[src/rtl/bmp_arb_pkg.sv]
// Shared types and constants for the BMP image-buffer port arbiter.
//   arb_state_e : arbiter FSM states (IDLE, RD, WR)
//   BEATS/BEAT_W: fixed 3-beat byte burst per pixel and its counter width
//   LANE_*      : byte-lane index of B/G/R inside a 24-bit {R,G,B} pixel
package bmp_arb_pkg;

    typedef enum logic [1:0] {
        IDLE = 2'd0,
        RD   = 2'd1,
        WR   = 2'd2
    } arb_state_e;

    localparam int unsigned BEATS   = 3;
    localparam int unsigned BEAT_W  = 2;
    localparam int unsigned PIXEL_W = 24;

    localparam logic [BEAT_W-1:0] LANE_B = 2'd0;
    localparam logic [BEAT_W-1:0] LANE_G = 2'd1;
    localparam logic [BEAT_W-1:0] LANE_R = 2'd2;

    // Byte of a pixel that travels on beat 'lane'.
    function automatic logic [7:0] pixel_byte(input logic [PIXEL_W-1:0] pix,
                                              input logic [BEAT_W-1:0]  lane);
        case (lane)
            LANE_B:  return pix[7:0];
            LANE_G:  return pix[15:8];
            default: return pix[23:16];
        endcase
    endfunction

endpackage

[src/rtl/bmp_port_arbiter_if.sv]
// Bus bundle between the pixel requesters / image buffer and the arbiter.
//   slave  : arbiter side (takes requests and read data, drives acks and the buffer port)
//   master : environment side (requesters plus the byte-wide buffer)
interface bmp_port_arbiter_if #(
    parameter int unsigned ADDR_W = 32
);
    import bmp_arb_pkg::*;

    logic               rd_req;
    logic [ADDR_W-1:0]  rd_addr;
    logic               rd_ack;
    logic               rd_valid;
    logic [PIXEL_W-1:0] rd_pixel;
    logic               wr_req;
    logic [ADDR_W-1:0]  wr_addr;
    logic [PIXEL_W-1:0] wr_pixel;
    logic               wr_ack;
    logic               mem_en;
    logic               mem_we;
    logic [ADDR_W-1:0]  mem_addr;
    logic [7:0]         mem_wdata;
    logic [7:0]         mem_rdata;
    logic               busy;

    modport slave (
        input  rd_req, rd_addr, wr_req, wr_addr, wr_pixel, mem_rdata,
        output rd_ack, rd_valid, rd_pixel, wr_ack, mem_en, mem_we, mem_addr, mem_wdata, busy
    );

    modport master (
        output rd_req, rd_addr, wr_req, wr_addr, wr_pixel, mem_rdata,
        input  rd_ack, rd_valid, rd_pixel, wr_ack, mem_en, mem_we, mem_addr, mem_wdata, busy
    );

endinterface

[src/rtl/bmp_port_arbiter.sv]
// Arbitrates 24-bit pixel reads and writes onto a single-port byte-wide image buffer.
// Each grant becomes a 3-beat burst (B, G, R at base, base+1, base+2). Reads win
// unless a pending write has already been passed over STARVE_MAX times in a row.
//   clk, rst_n : clock, asynchronous active-low reset
//   bus        : request/ack handshakes, returned pixel and the buffer port (slave side)
module bmp_port_arbiter
    import bmp_arb_pkg::*;
#(
    parameter int unsigned ADDR_W     = 32,
    parameter int unsigned STARVE_MAX = 4
) (
    input logic               clk,
    input logic               rst_n,
    bmp_port_arbiter_if.slave bus
);

    localparam logic [3:0]        STARVE_LIM = 4'(STARVE_MAX);
    localparam logic [BEAT_W-1:0] LAST_BEAT  = BEAT_W'(BEATS - 1);

    arb_state_e         state_q, state_d;
    logic [BEAT_W-1:0]  beat_q, beat_d;
    logic [ADDR_W-1:0]  base_q, base_d;
    logic [PIXEL_W-1:0] pix_q, pix_d;
    logic [3:0]         starve_q, starve_d;
    logic               rd_ack_q, rd_ack_d;
    logic               wr_ack_q, wr_ack_d;
    logic               mem_en_q, mem_en_d;
    logic               mem_we_q, mem_we_d;
    logic [ADDR_W-1:0]  mem_addr_q, mem_addr_d;
    logic [7:0]         mem_wdata_q, mem_wdata_d;
    // Read-data capture runs one cycle behind the beats it belongs to.
    logic               cap_en_q, cap_en_d;
    logic [BEAT_W-1:0]  cap_lane_q, cap_lane_d;
    logic [15:0]        cap_buf_q, cap_buf_d;
    logic               rd_valid_q, rd_valid_d;
    logic [PIXEL_W-1:0] rd_pixel_q, rd_pixel_d;
    logic               force_wr;

    always_comb begin
        state_d     = state_q;
        beat_d      = beat_q;
        base_d      = base_q;
        pix_d       = pix_q;
        starve_d    = starve_q;
        rd_ack_d    = 1'b0;
        wr_ack_d    = 1'b0;
        mem_en_d    = 1'b0;
        mem_we_d    = 1'b0;
        mem_addr_d  = mem_addr_q;
        mem_wdata_d = mem_wdata_q;
        force_wr    = bus.wr_req && (starve_q == STARVE_LIM);

        if (!bus.wr_req) begin
            starve_d = 4'd0;
        end

        unique case (state_q)
            IDLE: begin
                if (bus.rd_req && !force_wr) begin
                    state_d    = RD;
                    base_d     = bus.rd_addr;
                    beat_d     = '0;
                    rd_ack_d   = 1'b1;
                    mem_en_d   = 1'b1;
                    mem_addr_d = bus.rd_addr;
                    if (bus.wr_req && (starve_q < STARVE_LIM)) begin
                        starve_d = starve_q + 4'd1;
                    end
                end else if (bus.wr_req) begin
                    state_d     = WR;
                    base_d      = bus.wr_addr;
                    pix_d       = bus.wr_pixel;
                    beat_d      = '0;
                    wr_ack_d    = 1'b1;
                    mem_en_d    = 1'b1;
                    mem_we_d    = 1'b1;
                    mem_addr_d  = bus.wr_addr;
                    mem_wdata_d = pixel_byte(bus.wr_pixel, LANE_B);
                    starve_d    = 4'd0;
                end
            end
            RD, WR: begin
                // beat_q is the beat currently on the bus; no chaining after the last one.
                if (beat_q == LAST_BEAT) begin
                    state_d = IDLE;
                end else begin
                    beat_d     = beat_q + 1'b1;
                    mem_en_d   = 1'b1;
                    mem_we_d   = (state_q == WR);
                    mem_addr_d = base_q + ADDR_W'(beat_d);
                    if (state_q == WR) begin
                        mem_wdata_d = pixel_byte(pix_q, beat_d);
                    end
                end
            end
            default: state_d = IDLE;
        endcase
    end

    always_comb begin
        cap_en_d   = mem_en_q && !mem_we_q;
        cap_lane_d = beat_q;
        cap_buf_d  = cap_buf_q;
        rd_valid_d = 1'b0;
        rd_pixel_d = rd_pixel_q;
        if (cap_en_q) begin
            unique case (cap_lane_q)
                LANE_B: cap_buf_d[7:0]  = bus.mem_rdata;
                LANE_G: cap_buf_d[15:8] = bus.mem_rdata;
                LANE_R: begin
                    rd_valid_d = 1'b1;
                    rd_pixel_d = {bus.mem_rdata, cap_buf_q};
                end
                default: ;
            endcase
        end
    end

    always_ff @(posedge clk or negedge rst_n) begin
        if (!rst_n) begin
            state_q     <= IDLE;
            beat_q      <= '0;
            base_q      <= '0;
            pix_q       <= '0;
            starve_q    <= '0;
            rd_ack_q    <= 1'b0;
            wr_ack_q    <= 1'b0;
            mem_en_q    <= 1'b0;
            mem_we_q    <= 1'b0;
            mem_addr_q  <= '0;
            mem_wdata_q <= '0;
            cap_en_q    <= 1'b0;
            cap_lane_q  <= '0;
            cap_buf_q   <= '0;
            rd_valid_q  <= 1'b0;
            rd_pixel_q  <= '0;
        end else begin
            state_q     <= state_d;
            beat_q      <= beat_d;
            base_q      <= base_d;
            pix_q       <= pix_d;
            starve_q    <= starve_d;
            rd_ack_q    <= rd_ack_d;
            wr_ack_q    <= wr_ack_d;
            mem_en_q    <= mem_en_d;
            mem_we_q    <= mem_we_d;
            mem_addr_q  <= mem_addr_d;
            mem_wdata_q <= mem_wdata_d;
            cap_en_q    <= cap_en_d;
            cap_lane_q  <= cap_lane_d;
            cap_buf_q   <= cap_buf_d;
            rd_valid_q  <= rd_valid_d;
            rd_pixel_q  <= rd_pixel_d;
        end
    end

    assign bus.rd_ack    = rd_ack_q;
    assign bus.wr_ack    = wr_ack_q;
    assign bus.rd_valid  = rd_valid_q;
    assign bus.rd_pixel  = rd_pixel_q;
    assign bus.mem_en    = mem_en_q;
    assign bus.mem_we    = mem_we_q;
    assign bus.mem_addr  = mem_addr_q;
    assign bus.mem_wdata = mem_wdata_q;
    assign bus.busy      = (state_q != IDLE);

endmodule
[src/flat_wrapper.sv]
// flat-port wrapper written by rule: the top's interface ports become plain ports
module bmp_port_arbiter_flat import bmp_arb_pkg::*;
#(
    parameter int unsigned ADDR_W     = 32,
    parameter int unsigned STARVE_MAX = 4
)
  (clk, rst_n, bus_rd_req, bus_rd_addr, bus_wr_req, bus_wr_addr, bus_wr_pixel, bus_mem_rdata, bus_rd_ack, bus_rd_valid, bus_rd_pixel, bus_wr_ack, bus_mem_en, bus_mem_we, bus_mem_addr, bus_mem_wdata, bus_busy);
  bmp_port_arbiter_if #(.ADDR_W(ADDR_W)) bus_i ();
  input logic clk;
  input logic rst_n;
  input wire logic [$bits(bus_i.rd_req)-1:0] bus_rd_req;
  input wire logic [$bits(bus_i.rd_addr)-1:0] bus_rd_addr;
  input wire logic [$bits(bus_i.wr_req)-1:0] bus_wr_req;
  input wire logic [$bits(bus_i.wr_addr)-1:0] bus_wr_addr;
  input wire logic [$bits(bus_i.wr_pixel)-1:0] bus_wr_pixel;
  input wire logic [$bits(bus_i.mem_rdata)-1:0] bus_mem_rdata;
  output wire logic [$bits(bus_i.rd_ack)-1:0] bus_rd_ack;
  output wire logic [$bits(bus_i.rd_valid)-1:0] bus_rd_valid;
  output wire logic [$bits(bus_i.rd_pixel)-1:0] bus_rd_pixel;
  output wire logic [$bits(bus_i.wr_ack)-1:0] bus_wr_ack;
  output wire logic [$bits(bus_i.mem_en)-1:0] bus_mem_en;
  output wire logic [$bits(bus_i.mem_we)-1:0] bus_mem_we;
  output wire logic [$bits(bus_i.mem_addr)-1:0] bus_mem_addr;
  output wire logic [$bits(bus_i.mem_wdata)-1:0] bus_mem_wdata;
  output wire logic [$bits(bus_i.busy)-1:0] bus_busy;
  assign bus_i.rd_req = bus_rd_req;
  assign bus_i.rd_addr = bus_rd_addr;
  assign bus_i.wr_req = bus_wr_req;
  assign bus_i.wr_addr = bus_wr_addr;
  assign bus_i.wr_pixel = bus_wr_pixel;
  assign bus_i.mem_rdata = bus_mem_rdata;
  assign bus_rd_ack = bus_i.rd_ack;
  assign bus_rd_valid = bus_i.rd_valid;
  assign bus_rd_pixel = bus_i.rd_pixel;
  assign bus_wr_ack = bus_i.wr_ack;
  assign bus_mem_en = bus_i.mem_en;
  assign bus_mem_we = bus_i.mem_we;
  assign bus_mem_addr = bus_i.mem_addr;
  assign bus_mem_wdata = bus_i.mem_wdata;
  assign bus_busy = bus_i.busy;
  bmp_port_arbiter #(.ADDR_W(ADDR_W), .STARVE_MAX(STARVE_MAX)) u_core (.clk(clk), .rst_n(rst_n), .bus(bus_i));
endmodule
[config.mk]
export PLATFORM = sky130hd
export DESIGN_NAME = bmp_port_arbiter_flat
export DESIGN_NICKNAME = d
export VERILOG_FILES = /design/src/rtl/bmp_arb_pkg.sv /design/src/rtl/bmp_port_arbiter_if.sv /design/src/rtl/bmp_port_arbiter.sv /design/src/flat_wrapper.sv
export SDC_FILE = /design/constraint.sdc
export NUM_CORES = 1
export LEC_CHECK = 0
export BUFFER_PORTS_ARGS = -buffer_cell sky130_fd_sc_hd__buf_4
export CELL_PAD_IN_SITES_DETAIL_PLACEMENT = 1
export CELL_PAD_IN_SITES_GLOBAL_PLACEMENT = 1
export CORE_ASPECT_RATIO = 0.5
export CORE_MARGIN = 8
export CORE_UTILIZATION = 45
export CTS_CLUSTER_DIAMETER = 120
export DETAILED_ROUTE_END_ITERATION = 16
export PLACE_DENSITY_LB_ADDON = 0.1
export SETUP_SLACK_MARGIN = 0.5
export SLEW_MARGIN = 20
export SYNTH_ARGS = -nofsm -noshare
export SYNTH_HDL_FRONTEND = slang
export SYNTH_SLANG_ARGS = --single-unit
[constraint.sdc]
create_clock -name clk -period 3.3 [get_ports clk]
set_input_delay 0.33 -clock clk [delete_from_list [all_inputs] [get_ports clk]]
set_output_delay 0.33 -clock clk [all_outputs]
set_load 0.01 [all_outputs]
=== Yosys cells after proc, flatten, opt, wreduce, memory -nomap -nowiden ===
Index checks and enable logic that the tools add are counted.

* Register bits: 152
* Bits in latches: 0
* Memory bits (writable): 0
* Memory bits (read-only): 0
* Bits of input ports: 100
* Output and inout bits: 70
* Word-level logic and storage cells: 91
* Memories kept: 0

* Add/subtract/negate cells: 3
* Multipliers: 0
* Divide/modulo/power cells: 0
* Order comparisons: 1
* Eq/ne operators: 13
* Shifts and indexed selects: 0
* Multiplexer cells: 35
* Bitwise gates (word level): 1
* Reduce and logical (&&, ||, !) cells: 21

{| class="wikitable"
|+ Operators by type and width
! kind !! count
|-
| $mux 32 || 3
|-
| $pmux 32 s2 || 1
|-
| $add 32x2->32 || 1
|-
| $mux 8 || 4
|-
| $pmux 8 s2 || 2
|-
| $mux 4 || 5
|-
| $mux 2 || 6
|-
| $mux 1 || 10
|-
| $reduce_and 2->1 || 5
|-
| $pmux 2 s2 || 2
|-
| $eq 2x1->1 const B || 3
|-
| $eq 2x2->1 const B || 3
|-
| $logic_not 2->1 || 3
|-
| $ne 2x2->1 const B || 3
|-
| $reduce_and 3->1 || 2
|-
| $reduce_bool 2->1 || 3
|-
| $reduce_and 5->1 || 1
|-
| $add 4x1->4 const B || 1
|-
| $eq 4x3->1 const B || 1
|-
| $logic_and 1x1->1 || 4
|-
| $lt 4x3->1 const B || 1
|-
| $ne 2x1->1 const B || 2
|-
| $pmux 1 s2 || 2
|-
| $ne 3x2->1 const B || 1
|-
| 4 further kinds || 5
|}

=== Logic depth before layout (Yosys ltp) ===
* Word-level depth: 6
* Depth in mapped cells: 9
* Depth with buffers taken out: 8

=== Least setup slack after synthesis ===
OpenSTA, ideal clock, no wires.

* Path type: register to register
* Start: register u_core.beat_q[0]
* End: register u_core.mem_addr_q[22] (netlist: u_core.bus.mem_addr[22])
* Library setup time: 0.092 ns
* Arrival: 1.999 ns
* Required time: 3.208 ns
* Path slack: 1.209 ns
* Stages on the path, launching flop included: 10
* Buffers on the path: 1
* Period minus slack after synthesis: 2.091 ns
* Path through: dfrtp_1 -> inv_1 -> ha_1 -> fa_1 -> inv_1 -> nor4_4 -> buf_6 -> nand3_1 -> and3b_1 -> o31ai_2

* Longest elaborated chain between the ends: 4
* Elaborated cells on any way between the ends: 7
* Those cells by class: add/sub: 2; eq/ne: 2; mux: 2; reduce/logical: 1

{| class="wikitable"
|+ Ends and longest elaborated chain
! element !! RTL line !! RTL
|-
| start: declaration || bmp_port_arbiter.sv:21 || <nowiki>logic [BEAT_W-1:0] beat_q, beat_d;</nowiki>
|-
| start signal: assignment || bmp_port_arbiter.sv:139 || <nowiki>beat_q <= beat_d;</nowiki>
|-
| $add 2x1->2 || bmp_port_arbiter.sv:87 || <nowiki>beat_d = beat_q + 1'b1;</nowiki>
|-
| $add 32x2->32 || bmp_port_arbiter.sv:90 || <nowiki>mem_addr_d = base_q + ADDR_W'(beat_d);</nowiki>
|-
| $mux 32 || bmp_port_arbiter.sv:84 || <nowiki>if (beat_q == LAST_BEAT) begin</nowiki>
|-
| $pmux 32 s2 || bmp_port_arbiter.sv:57 || <nowiki>unique case (state_q)</nowiki>
|-
| end signal: assignment || bmp_port_arbiter.sv:147 || <nowiki>mem_addr_q <= mem_addr_d;</nowiki>
|-
| end: declaration || bmp_port_arbiter.sv:29 || <nowiki>logic [ADDR_W-1:0] mem_addr_q, mem_addr_d;</nowiki>
|}

Several ways; a longest one is shown, not always the timed one. The select of a mux whose other input is x is not followed.
A chain may end at the register's enable or synchronous reset.

=== Worst setup path after layout ===
* Start: register u_core.state_q[0]
* End: register u_core.mem_wdata_q[6] (netlist: u_core.bus.mem_wdata[6])

* Longest elaborated chain between the ends: 4
* Elaborated cells on any way between the ends: 11
* Those cells by class: eq/ne: 6; mux: 1; reduce/logical: 4

{| class="wikitable"
|+ Ends and longest elaborated chain
! element !! RTL line !! RTL
|-
| start: declaration || bmp_port_arbiter.sv:20 || <nowiki>arb_state_e state_q, state_d;</nowiki>
|-
| start signal: assignment || bmp_port_arbiter.sv:138 || <nowiki>state_q <= state_d;</nowiki>
|-
| $eq 2x1->1 or $eq 2x2->1 (tied branches) || -- ||
|-
| $reduce_or 2->1 || bmp_port_arbiter.sv:57 ||
|-
| $ne 2x2->1 (no source line) (tied with other cells) || -- ||
|-
| $reduce_and 5->1 (no source line) || -- ||
|-
| end signal: assignment || bmp_port_arbiter.sv:148 || <nowiki>mem_wdata_q <= mem_wdata_d;</nowiki>
|-
| end: declaration || bmp_port_arbiter.sv:30 || <nowiki>logic [7:0] mem_wdata_q, mem_wdata_d;</nowiki>
|}

Several ways; a longest one is shown, not always the timed one.

==> results.py <==
metrics = {
    "critical_path": {
        "crit_path_cell_trace": "inv_1 > ha_1 > buf_4 > nor2b_1 > o21ai_1 > o21ai_0",
        "cp-end-kind": "flip-flop",
        "worstSetupPathType": "flip-flop to flip-flop",
        "startpoint_type": "flip-flop",
        "critical_path.top_delay_family": "compound AO/OA/AOI/OAI gates",
        "slowest_delay_ps": 780,
        "path_max_fanout": 16,
        "crit_buf_inv": 2,
        "crit_required_ps": 3560,
        "cp.arrival_ps": 2860,
        "slowest_stage": "o21ai_1",
    },
    "timing": {
        "fin_setup_tns_ps": 0,
        "hold_viol": 0,
        "worst_slew_pin_slew_ps": 997.4,
        "clock_skew_ps": 8.877,
        "maxSlewViolCount": 0,
        "rsz0062_at_grt": "no",
        "post-route-period-util_pct": 78.93,
        "slew_headroom_pct": 33.06,
        "setup_viol": 0,
        "fin_hold_ws_ps": 123.0,
        "fmax_ghz": 0.3839,
        "min_period_ps": 2605,
    },
    "synth": {
        "syn_nets": 796,
        "ys_seq_area_share_pct": 52.29,
        "synthesis.instances": 684,
        "synthesis.area_um2": 7274,
        "ys_warn_count": 0,
        "ys_ff_latch": 152,
        "synth_top_area_cell": "dfrtp_1",
        "synth_cell_types": 54,
        "ys_top_cells_by_area": "dfrtp_1 52%, nand2_1 8.7%, mux2_2 7.3%",
        "avgSynthCellArea_um2": 10.64,
        "yosys.area.top_type_share_pct": 52.29,
    },
    "place": {
        "finalWeightedCongestion": 0.7759,
        "dpl.hpwl_mm": 15.17,
        "dpl.cell_count": 1032,
        "io_buffer_count": 169,
    },
    "layout": {
        "nFillCells": 1727,
        "diodes": 0,
        "area_growth_pct": 28.09,
        "layoutNonFillerInstCount": 1065,
        "layout-drive-gt1-share_pct": 31.94,
        "nets": 960,
    },
    "global_routing": {
        "overflow": 0,
        "grtUsageTotal_pct": 20.90,
        "antenna_found_initial": 0,
        "grt_pass1_wl_mm": 34.97,
        "grt_max_degree": 85,
        "first_global_vias": 6440,
    },
    "drt": {
        "via_per_inst": 5.423,
        "post_drt_wl_per_cell_um": 20.08,
        "first_pass_iters": 4,
        "postRouteAntennaNets": 0,
        "drc": 0,
        "routed_wl_mm": 21.38,
        "drt-initial-drc-count": 255,
        "vias": 5775,
    },
    "clocking": {
        "cts.sinks": 152,
        "cts_made_buffers": 17,
        "post_cts_resized": 0,
        "cts_htree_levels": 4,
        "cts_tree": "built",
        "cts-root-buf": "clkbuf_16",
        "cts_buffer_depth": 2,
        "clk_pin_slew_worst_paths_ps": 70,
        "clk_latency_ps": 420,
    },
    "status": {
        "status": "completed",
    },
    "power_and_ir_drop": {
        "power_w": 0.009385,
        "p_leak_nw": 4.365,
        "peakVddDrop_uv": 443.1,
        "powerDensity_nw_per_um2": 1007,
    },
    "floorplanning": {
        "rows": 32,
        "start_util_pct": 46.59,
        "io_pins": 170,
        "dieArea_um2": 20740,
        "core_area_um2": 15620,
        "die_w_um": 195.8,
        "dieHeight_um": 105.9,
    },
    "flow_run": {
        "maxCapViolCount": 0,
    },
    "hold_path": {
        "hold_class": "input pin to flip-flop",
    },
}
registers in the layout, summed over array words and instances, names as in the netlist, 4 cells and up:
name,flops
u_core.bus.rd_pixel,24
u_core.cap_buf_q,16
u_core.base_q,32
u_core.bus.mem_wdata,8
u_core.bus.mem_addr,32
u_core.pix_q,24
u_core.starve_q,4
layer usage:
layer  global-route usage [%]  up-vias  part of all wire [%]
li1                         -     2709                     -
met1                    26.86     2923                    45
met2                    35.39      126                    50
met4                    5.702        0                   1.1
met5                        0        -                     0
met3                    4.751       17                   3.8
stage by stage:
stage	util (%)	setup slack (ps)	cell area, um^2
floorplan	-	1209	7274
global placement	55.77	788.1	8708
detailed placement	55.77	652.5	8708
CTS	59.67	623.1	9318
global route	59.67	530.2	9318
finish	59.67	695.2	9318
worst reg2reg max path: cells and delay by family, from the launching register on:
kind,cells,cell delay [ps]
flip-flops,1,390
buffers and inverters,2,380
AND/OR/NAND/NOR,1,140
adder cells (fa/ha/maj),1,500
AO/OA/AOI/OAI,2,1030
cell usage after synthesis, drive strengths merged:
cell	instances
or3	1
o22ai	1
nor2b	5
inv	13
xnor2	9
nand4b	1
nand3	15
o21a	1
nand4	12
o21ai	67
o31ai	2
nand3b	3
mux2i	41
o31a	3
buf	20
a21o	1
nor3	7
a211oi	1
o221ai	20
nand4bb	1
ha	11
nand2b	1
xor2	19
fa	1
a41oi	1
nor2	9
nor4	2
nor3b	4
a21oi	8
mux2	47
o211a	1
and3b	1
a22oi	8
clkbuf	17
dfrtp	152
nand2	169
and3	2
and2	2
a211o	1
and4	4
final timing paths:
| path | end | slack, ps | start | cells after the start |
|---|---|---|---|---|
| max | u_core.bus.mem_wdata[6] | 700 | u_core.state_q[0] | 6 |
| min | u_core.bus.rd_pixel[23] | 120 | bus_mem_rdata[7] | 3 |
| max reg2reg | u_core.bus.mem_wdata[6] | 700 | u_core.state_q[0] | 6 |
| min reg2reg | u_core.cap_lane_q[1] | 440 | u_core.beat_q[1] | 0 |
| max in group asynchronous | u_core.cap_buf_q[4] | 1970 | rst_n | 3 |
| min in group asynchronous | u_core.base_q[13] | 500 | rst_n | 2 |
cell type report:
cell class,count,area [um^2],share of cell area [%]
clock buffer,19,442.9,4.754
clock inverter,13,156.4,1.679
inverter,13,48.80,0.5237
multi-input combinational,482,3213,34.48
sequential,152,3804,40.82
tap,204,255.2,2.739
timing repair buffer,182,1398,15.00
cells in the final DEF (no fill, tap or decap), types with 6 or more instances in the layout:
cell type / instances
a21oi_1: 7
a22oi_1: 8
buf_4: 178
clkbuf_16: 17
dfrtp_1: 152
ha_1: 11
inv_1: 12
inv_6: 6
mux2_2: 47
mux2i_1: 41
nand2_1: 168
nand3_1: 13
nand4_1: 11
nor2_1: 9
o21ai_0: 57
o21ai_1: 9
o221ai_1: 20
xnor2_1: 9
xor2_1: 19
power breakdown:
| part | leakage (nW) | internal (W) | switching, W | total, W |
|---|---|---|---|---|
| sequential | 1.85 | 0.00279 | 0.000729 | 0.00351 |
| clock | 0.294 | 0.00116 | 0.000853 | 0.00201 |
| combinational | 2.22 | 0.00177 | 0.00209 | 0.00386 |
| total | 4.37 | 0.00572 | 0.00367 | 0.00939 |
logic make-up (layout without fill, tap and decap cells):
group                      after synthesis  count (layout)  synth area share, %
xor gates and xnor gates                28              28                3.371
buffers and inverters                   50             227                3.715
and+or+nand+nor                        239             239                15.62
adders and majority gates               12              12                2.167
AOI/OAI and AO/OA                      115             115                9.925
DFF                                    152             152                52.29
muxes                                   88              88                12.92
timing repair:
| action | 4_1_cts | 5_1_grt |
|---|---|---|
| hold buffers | 1 | 0 |
| setup endpoints to repair | 0 | 6 |
| buffers inserted | 0 | 0 |
| endpoints found under the hold margin | 11 | 0 |
(Power assumes the default switching activity.)
